<file path="src/rtl/conv_pkg.sv">
// Shared constants, widths and helpers for the 5x5 convolution MAC pipeline.
package conv_pkg;
  localparam int I_F_BW  = 8;
  localparam int W_BW    = 8;
  localparam int B_BW    = 16;
  localparam int KX      = 5;
  localparam int KY      = 5;
  localparam int KN      = KX * KY;
  localparam int P_BW    = I_F_BW + W_BW;
  localparam int R_BW    = P_BW + $clog2(KX);
  localparam int O_BW    = I_F_BW + W_BW + $clog2(KN) + 1;
  localparam int N_WORDS = KN + 1;
  localparam int CNT_BW  = $clog2(N_WORDS);

  typedef enum logic {ST_LOADING, ST_LOADED} load_state_e;

  function automatic int elem_off(input int wy, input int wx);
    return (wy * KX + wx) * I_F_BW;
  endfunction
endpackage

</file>
<file path="src/rtl/conv_row_mac.sv">
// One window row: KX unsigned-pixel x signed-weight products (S1) and their row sum (S2).
module conv_row_mac
  import conv_pkg::*;
(
  input  logic                       clk,
  input  logic                       i_en_s1,
  input  logic                       i_en_s2,
  input  logic [KX*I_F_BW-1:0]       i_pix,
  input  logic [KX*W_BW-1:0]         i_wts,
  output logic signed [R_BW-1:0]     o_row_sum
);
  logic signed [P_BW-1:0] w_prod [KX];
  logic signed [P_BW-1:0] r_prod [KX];
  logic signed [R_BW-1:0] w_sum;
  logic signed [R_BW-1:0] r_row_sum;

  // Pixel gets a zero sign bit so the product stays exact at 255 * -128.
  always_comb begin
    for (int wx = 0; wx < KX; wx++) begin
      w_prod[wx] = P_BW'($signed({1'b0, i_pix[wx*I_F_BW +: I_F_BW]}))
                 * P_BW'($signed(i_wts[wx*W_BW +: W_BW]));
    end
  end

  always_comb begin
    w_sum = '0;
    for (int wx = 0; wx < KX; wx++) begin
      w_sum = w_sum + R_BW'(r_prod[wx]);
    end
  end

  always_ff @(posedge clk) begin
    if (i_en_s1) begin
      for (int wx = 0; wx < KX; wx++) begin
        r_prod[wx] <= w_prod[wx];
      end
    end
    if (i_en_s2) begin
      r_row_sum <= w_sum;
    end
  end

  assign o_row_sum = r_row_sum;
endmodule

</file>
<file path="src/rtl/conv5x5_mac_pipe.sv">
// 5x5 window dot product with runtime-loaded kernel and bias, 3-cycle pipeline.
// Optional CONV5X5_RELU_EN clamps negative results to zero in the S3 register.
//
// state      | meaning
// ST_LOADING | collecting kernel words 0..24 then bias word 25
// ST_LOADED  | kernel and bias resident, windows accepted
module conv5x5_mac_pipe
  import conv_pkg::*;
(
  input  logic                   clk,
  input  logic                   reset_n,
  input  logic                   i_w_valid,
  input  logic [B_BW-1:0]        i_w_data,
  output logic                   o_w_loaded,
  input  logic                   i_in_valid,
  input  logic [KN*I_F_BW-1:0]   i_window,
  output logic                   o_valid,
  output logic [O_BW-1:0]        o_result
);
  load_state_e             r_state, w_next_state;
  logic [CNT_BW-1:0]       r_cnt;
  logic                    w_last_word;
  logic                    w_wt_we, w_bias_we;
  logic [CNT_BW-1:0]       w_wt_idx;
  logic signed [W_BW-1:0]  r_wt [KN];
  logic signed [B_BW-1:0]  r_bias;
  logic                    w_accept;
  logic [2:0]              r_vld;
  logic [KY-1:0][KX*W_BW-1:0] w_row_wts;
  logic signed [R_BW-1:0]  w_row_sum [KY];
  logic signed [O_BW-1:0]  w_total, w_s3;
  logic [O_BW-1:0]         r_result;

  assign w_last_word = (r_cnt == CNT_BW'(N_WORDS - 1));

  always_ff @(posedge clk or negedge reset_n) begin
    if (!reset_n) r_state <= ST_LOADING;
    else          r_state <= w_next_state;
  end

  always_comb begin
    w_next_state = r_state;
    case (r_state)
      ST_LOADING: if (i_w_valid && w_last_word) w_next_state = ST_LOADED;
      ST_LOADED:  if (i_w_valid)                w_next_state = ST_LOADING;
      default:                                  w_next_state = ST_LOADING;
    endcase
  end

  // A word arriving while loaded starts a reload and lands in weight 0.
  always_comb begin
    o_w_loaded = (r_state == ST_LOADED);
    w_wt_we    = i_w_valid && ((r_state == ST_LOADED) || !w_last_word);
    w_wt_idx   = (r_state == ST_LOADED) ? '0 : r_cnt;
    w_bias_we  = i_w_valid && (r_state == ST_LOADING) && w_last_word;
  end

  always_ff @(posedge clk or negedge reset_n) begin
    if (!reset_n) begin
      r_cnt <= '0;
    end else if (i_w_valid) begin
      if (r_state == ST_LOADED) r_cnt <= CNT_BW'(1);
      else if (w_last_word)     r_cnt <= '0;
      else                      r_cnt <= r_cnt + CNT_BW'(1);
    end
  end

  always_ff @(posedge clk) begin
    if (w_wt_we)   r_wt[w_wt_idx] <= i_w_data[W_BW-1:0];
    if (w_bias_we) r_bias         <= i_w_data;
  end

  assign w_accept = i_in_valid && o_w_loaded;

  always_ff @(posedge clk or negedge reset_n) begin
    if (!reset_n) r_vld <= '0;
    else          r_vld <= {r_vld[1:0], w_accept};
  end

  always_comb begin
    w_row_wts = '0;
    for (int wy = 0; wy < KY; wy++) begin
      for (int wx = 0; wx < KX; wx++) begin
        w_row_wts[wy][wx*W_BW +: W_BW] = r_wt[wy*KX + wx];
      end
    end
  end

  for (genvar gy = 0; gy < KY; gy++) begin : g_row
    conv_row_mac u_row (
      .clk       (clk),
      .i_en_s1   (w_accept),
      .i_en_s2   (r_vld[0]),
      .i_pix     (i_window[elem_off(gy, 0) +: KX*I_F_BW]),
      .i_wts     (w_row_wts[gy]),
      .o_row_sum (w_row_sum[gy])
    );
  end

  always_comb begin
    w_total = O_BW'(r_bias);
    for (int wy = 0; wy < KY; wy++) begin
      w_total = w_total + O_BW'(w_row_sum[wy]);
    end
`ifdef CONV5X5_RELU_EN
    w_s3 = w_total[O_BW-1] ? '0 : w_total;
`else
    w_s3 = w_total;
`endif
  end

  always_ff @(posedge clk or negedge reset_n) begin
    if (!reset_n)      r_result <= '0;
    else if (r_vld[1]) r_result <= w_s3;
  end

  assign o_valid  = r_vld[2];
  assign o_result = r_result;
endmodule

</file>
<file path="config.mk">
export PLATFORM = sky130hd
export DESIGN_NAME = conv5x5_mac_pipe
export DESIGN_NICKNAME = d
export VERILOG_FILES = /design/src/rtl/conv_pkg.sv /design/src/rtl/conv_row_mac.sv /design/src/rtl/conv5x5_mac_pipe.sv
export SDC_FILE = /design/constraint.sdc
export NUM_CORES = 2
export LEC_CHECK = 0
export ABC_AREA = 1
export CAP_MARGIN = 20
export CORE_MARGIN = 2
export CORE_UTILIZATION = 60
export DETAILED_ROUTE_END_ITERATION = 6
export DONT_BUFFER_PORTS = 1
export PLACE_DENSITY = 0.85
export SKIP_LAST_GASP = 1
export SLEW_MARGIN = 20
export SYNTH_ARGS = -nofsm -noshare
export SYNTH_HDL_FRONTEND = slang
export SYNTH_HIERARCHICAL = 1
export SYNTH_SLANG_ARGS = --single-unit
</file>
<file path="constraint.sdc">
create_clock -name clk -period 15.32 [get_ports clk]
set_input_delay 1.532 -clock clk [delete_from_list [all_inputs] [get_ports clk]]
set_output_delay 1.532 -clock clk [all_outputs]
set_load 0.1 [all_outputs]
</file>
==> results.py <==
metrics = {
    "flow_run": {
        "cap_violations": 0,
    },
    "power": {
        "vdd_ir_drop_max_mv": 0.491,
        "power_w": 0.0180,
        "p_leak_nw": 58.2,
        "p_per_area_mw_per_mm2": 180,
    },
    "timing": {
        "rsz0062_at_grt": "no",
        "finalCriticalPeriod_ns": 4.84,
        "relSlewSlack_pct": 21.8,
        "fin_crit_sh_pct": 31.6,
        "tns_ns": 0,
        "finalClockSkew_ns": 0.0220,
        "drv_slew": 0,
        "hold_viol": 0,
        "worst_slew_pin_slew_ns": 1.17,
        "max_freq_mhz": 207,
        "setup_slack_ns": 10.48,
        "setup_viol": 0,
    },
    "worst_setup_path": {
        "cp_slowest_cell": "fa_1",
        "timing.rr.end": "g_row[0].u_row/r_prod[0][14]",
        "r2r_cells": 16,
        "cpPeakStageDelay_ns": 0.56,
        "r2r_slack_ns": 10.55,
        "endpoint_kind": "flip-flop",
        "required_ns": 15.78,
        "cp_max_fo": 8,
        "crit_chain": "or2_2 > fa_1 > fa_1 > inv_1 > fa_1 > inv_1 > fa_1 > inv_1 > ha_1 > a21oi_1 > nor2_1 > o21ai_0 > nand3_1 > nand2_1 > nand2_1",
        "crit_cells": 15,
        "critPathKind": "primary input to flip-flop",
        "r2r-start": "r_wt[0][7]",
        "cpMostUsedCell": "fa_1",
        "crit_arrival_ns": 5.29,
        "crit_family": "adder cells",
        "cp-start-kind": "primary input",
        "critPathBufInv": 3,
        "crit_start": "i_window[0]",
    },
    "cells_and_area": {
        "stdcell_area_mm2": 0.0996,
        "fillers": 12600,
        "drive_above_1_share_pct": 2.95,
        "multi_input_area_mm2": 0.0583,
        "syn2layout_area_growth_pct": 4.66,
        "ff_latch_area_mm2": 0.0221,
        "nets": 13600,
        "final_cells": 13100,
    },
    "clocking": {
        "clockRootBuffer": "clkbuf_16",
        "postCtsSetupBuffers": 0,
        "cts_buffers": 89,
        "cts_tree": "built",
        "path_clk_slew_ns": 0.07,
        "insertion_delay_ns": 0.71,
        "cts.repair.resized": 0,
        "cts_hold_buffers": 0,
        "h-tree-depth": 3,
        "cts.sinks": 742,
        "clockBufferDepth": 3,
    },
    "yosys": {
        "synth_ff_type": "edfxtp_1",
        "yosys.area.top_type": "fa_1",
        "synth_top_family_by_area": "adder cells",
        "yosysUniqueCellTypes": 38,
        "yosysSeqAreaShare_pct": 23.2,
        "yosys.area_share.simple_pct": 14.5,
        "syn_inst": 11300,
        "yosys_warnings": 6,
        "synth_edf_count": 711,
        "synth_most_common_cell": "inv_1",
        "synth-xor-area-share_pct": 2.76,
        "ys_ff_latch": 742,
        "synth_compound_area_share_pct": 2.94,
        "syn_area_mm2": 0.0952,
        "synth_top_cell_area_share_pct": 26.3,
        "yosys-top-cells-area": "fa_1, edfxtp_1, ha_1",
        "post_synth.cell_area_avg_um2": 8.46,
        "synth.mux.area_fraction_pct": 0,
        "synthesis.nets": 13800,
        "synth_fa_ha_area_share_pct": 41.0,
        "synth_common_cells": "inv_1, nand2_1, fa_1, ha_1, edfxtp_1",
        "async_flop_share_pct": 4.18,
    },
    "placement": {
        "placed_cells": 13000,
        "place_area_mm2": 0.0965,
        "post-place-ws_ns": 9.84,
        "io_buffers": 0,
        "hpwl_mm": 183,
        "gp_congestion": 0.962,
    },
    "drt": {
        "dr.max_layer_used": "met5",
        "wl_met2_mm": 109,
        "num_vias": 68900,
        "wirelength_mm": 229,
        "route.detailed.drc": 11,
        "firstDrtPassIters": 7,
        "wl_per_cell_um": 17.5,
        "drt_iter0_drc": 5694,
        "wl_met3_mm": 21.7,
        "wirelength_met1_mm": 89.3,
        "antenna_left": 0,
        "via_per_inst": 5.25,
    },
    "floorplanning": {
        "die_x_um": 402,
        "core_mm2": 0.158,
        "die-area_mm2": 0.162,
        "start_util_pct": 60.2,
        "rows": 146,
        "ios": 244,
        "die_y_um": 402,
    },
    "global_route": {
        "grt_overflow": 0,
        "antenna_found_initial": 18,
        "first_global_vias": 72400,
        "grt_max_degree": 90,
        "grt_pass1_wl_mm": 373,
        "grt.total_usage_pct": 29.1,
    },
    "min_path": {
        "min_path_type": "primary input to asynchronous set/reset pin",
    },
    "run_status": {
        "failed_checks": "DRC",
        "run_status": "finished, violations left",
    },
}
[worst reg2reg max path, cell delays in order (launching register included)]
cell	delay (ns)
edfxtp_1	0.38
clkinv_1	0.29
or2_2	0.39
fa_1	0.53
fa_1	0.56
inv_1	0.06
fa_1	0.53
inv_1	0.06
fa_1	0.53
inv_1	0.04
ha_1	0.37
a21oi_1	0.29
nor2_1	0.06
o21ai_0	0.22
nand3_1	0.11
nand2_1	0.07
nand2_1	0.04
[routing by layer]
| layer | up-vias | GRT usage, % |
|---|---|---|
| met5 | - | 0 |
| met4 | 18 | 11.5 |
| met3 | 521 | 7.01 |
| met2 | 2625 | 48.2 |
| met1 | 33500 | 36.9 |
| li1 | 32300 | - |
[flip-flops by register name, indices dropped and copies added (netlist names)]
register and flops:
g_row.u_row/r_prod 400, r_wt 200, g_row.u_row/o_row_sum 95, o_result 22, r_bias 16, r_cnt 5
r_vld 3, o_w_loaded 1
[final cells by class]
| type | instances | area share, % |
|---|---|---|
| inverters | 3557 | 13.4 |
| clock inverters | 58 | 0.736 |
| diodes | 13 | 0.0327 |
| clock buffers | 106 | 2.38 |
| flip-flops and latches | 742 | 22.2 |
| multi-input cells | 6577 | 58.5 |
| well taps | 2072 | 2.60 |
| repair buffers | 13 | 0.104 |
[cell usage in the layout (no fill, tap or decap), types with 21 or more instances in the layout]
cell and instances:
edfxtp_1 711, nand3b_1 43, xor2_1 178, xnor2_1 122, nor2_1 395, dfrtp_1 30
a21oi_1 285, clkbuf_16 91, inv_1 3531, nor3_1 44, nand3_1 238, fa_1 1253
nand4_1 27, o21ai_2 21, nand2_1 2523, nand2_2 34, or2_2 67, a21o_1 22
o21ai_0 74, a31oi_1 25, ha_1 1117, o21bai_1 33, clkinv_1 24
[power breakdown]
group	internal (W)	switching, W
Sequential	0.00297	0.000385
Combinational	0.00448	0.00785
Clock	0.00132	0.000954
[through the flow]
step                      hold WS (ns)  utilization (%)
after global placement           0.517             61.1
after global routing             0.494             63.0
after CTS                        0.472             63.0
after detailed placement         0.524             61.1
after floorplan                  0.428                -
final                            0.515             63.1
[worst max path at each step]
stage	end	slack, ns
2_1_floorplan	r_vld[0]	5.05
3_3_place_gp	g_row[0].u_row/r_prod[0][14]	9.84
3_5_place_dp	g_row[0].u_row/r_prod[0][14]	9.84
4_1_cts	g_row[0].u_row/r_prod[0][14]	10.55
5_1_grt	g_row[0].u_row/r_prod[0][14]	10.27
6_report	g_row[0].u_row/r_prod[0][14]	10.48
[logic make-up after synthesis]
| group | Yosys count |
|---|---|
| flops | 742 |
| buf+inv | 3938 |
| xor+xnor | 300 |
| simple gates | 3411 |
| compound gates | 496 |
| fa+ha+maj | 2370 |
(Power assumes the default switching activity.)
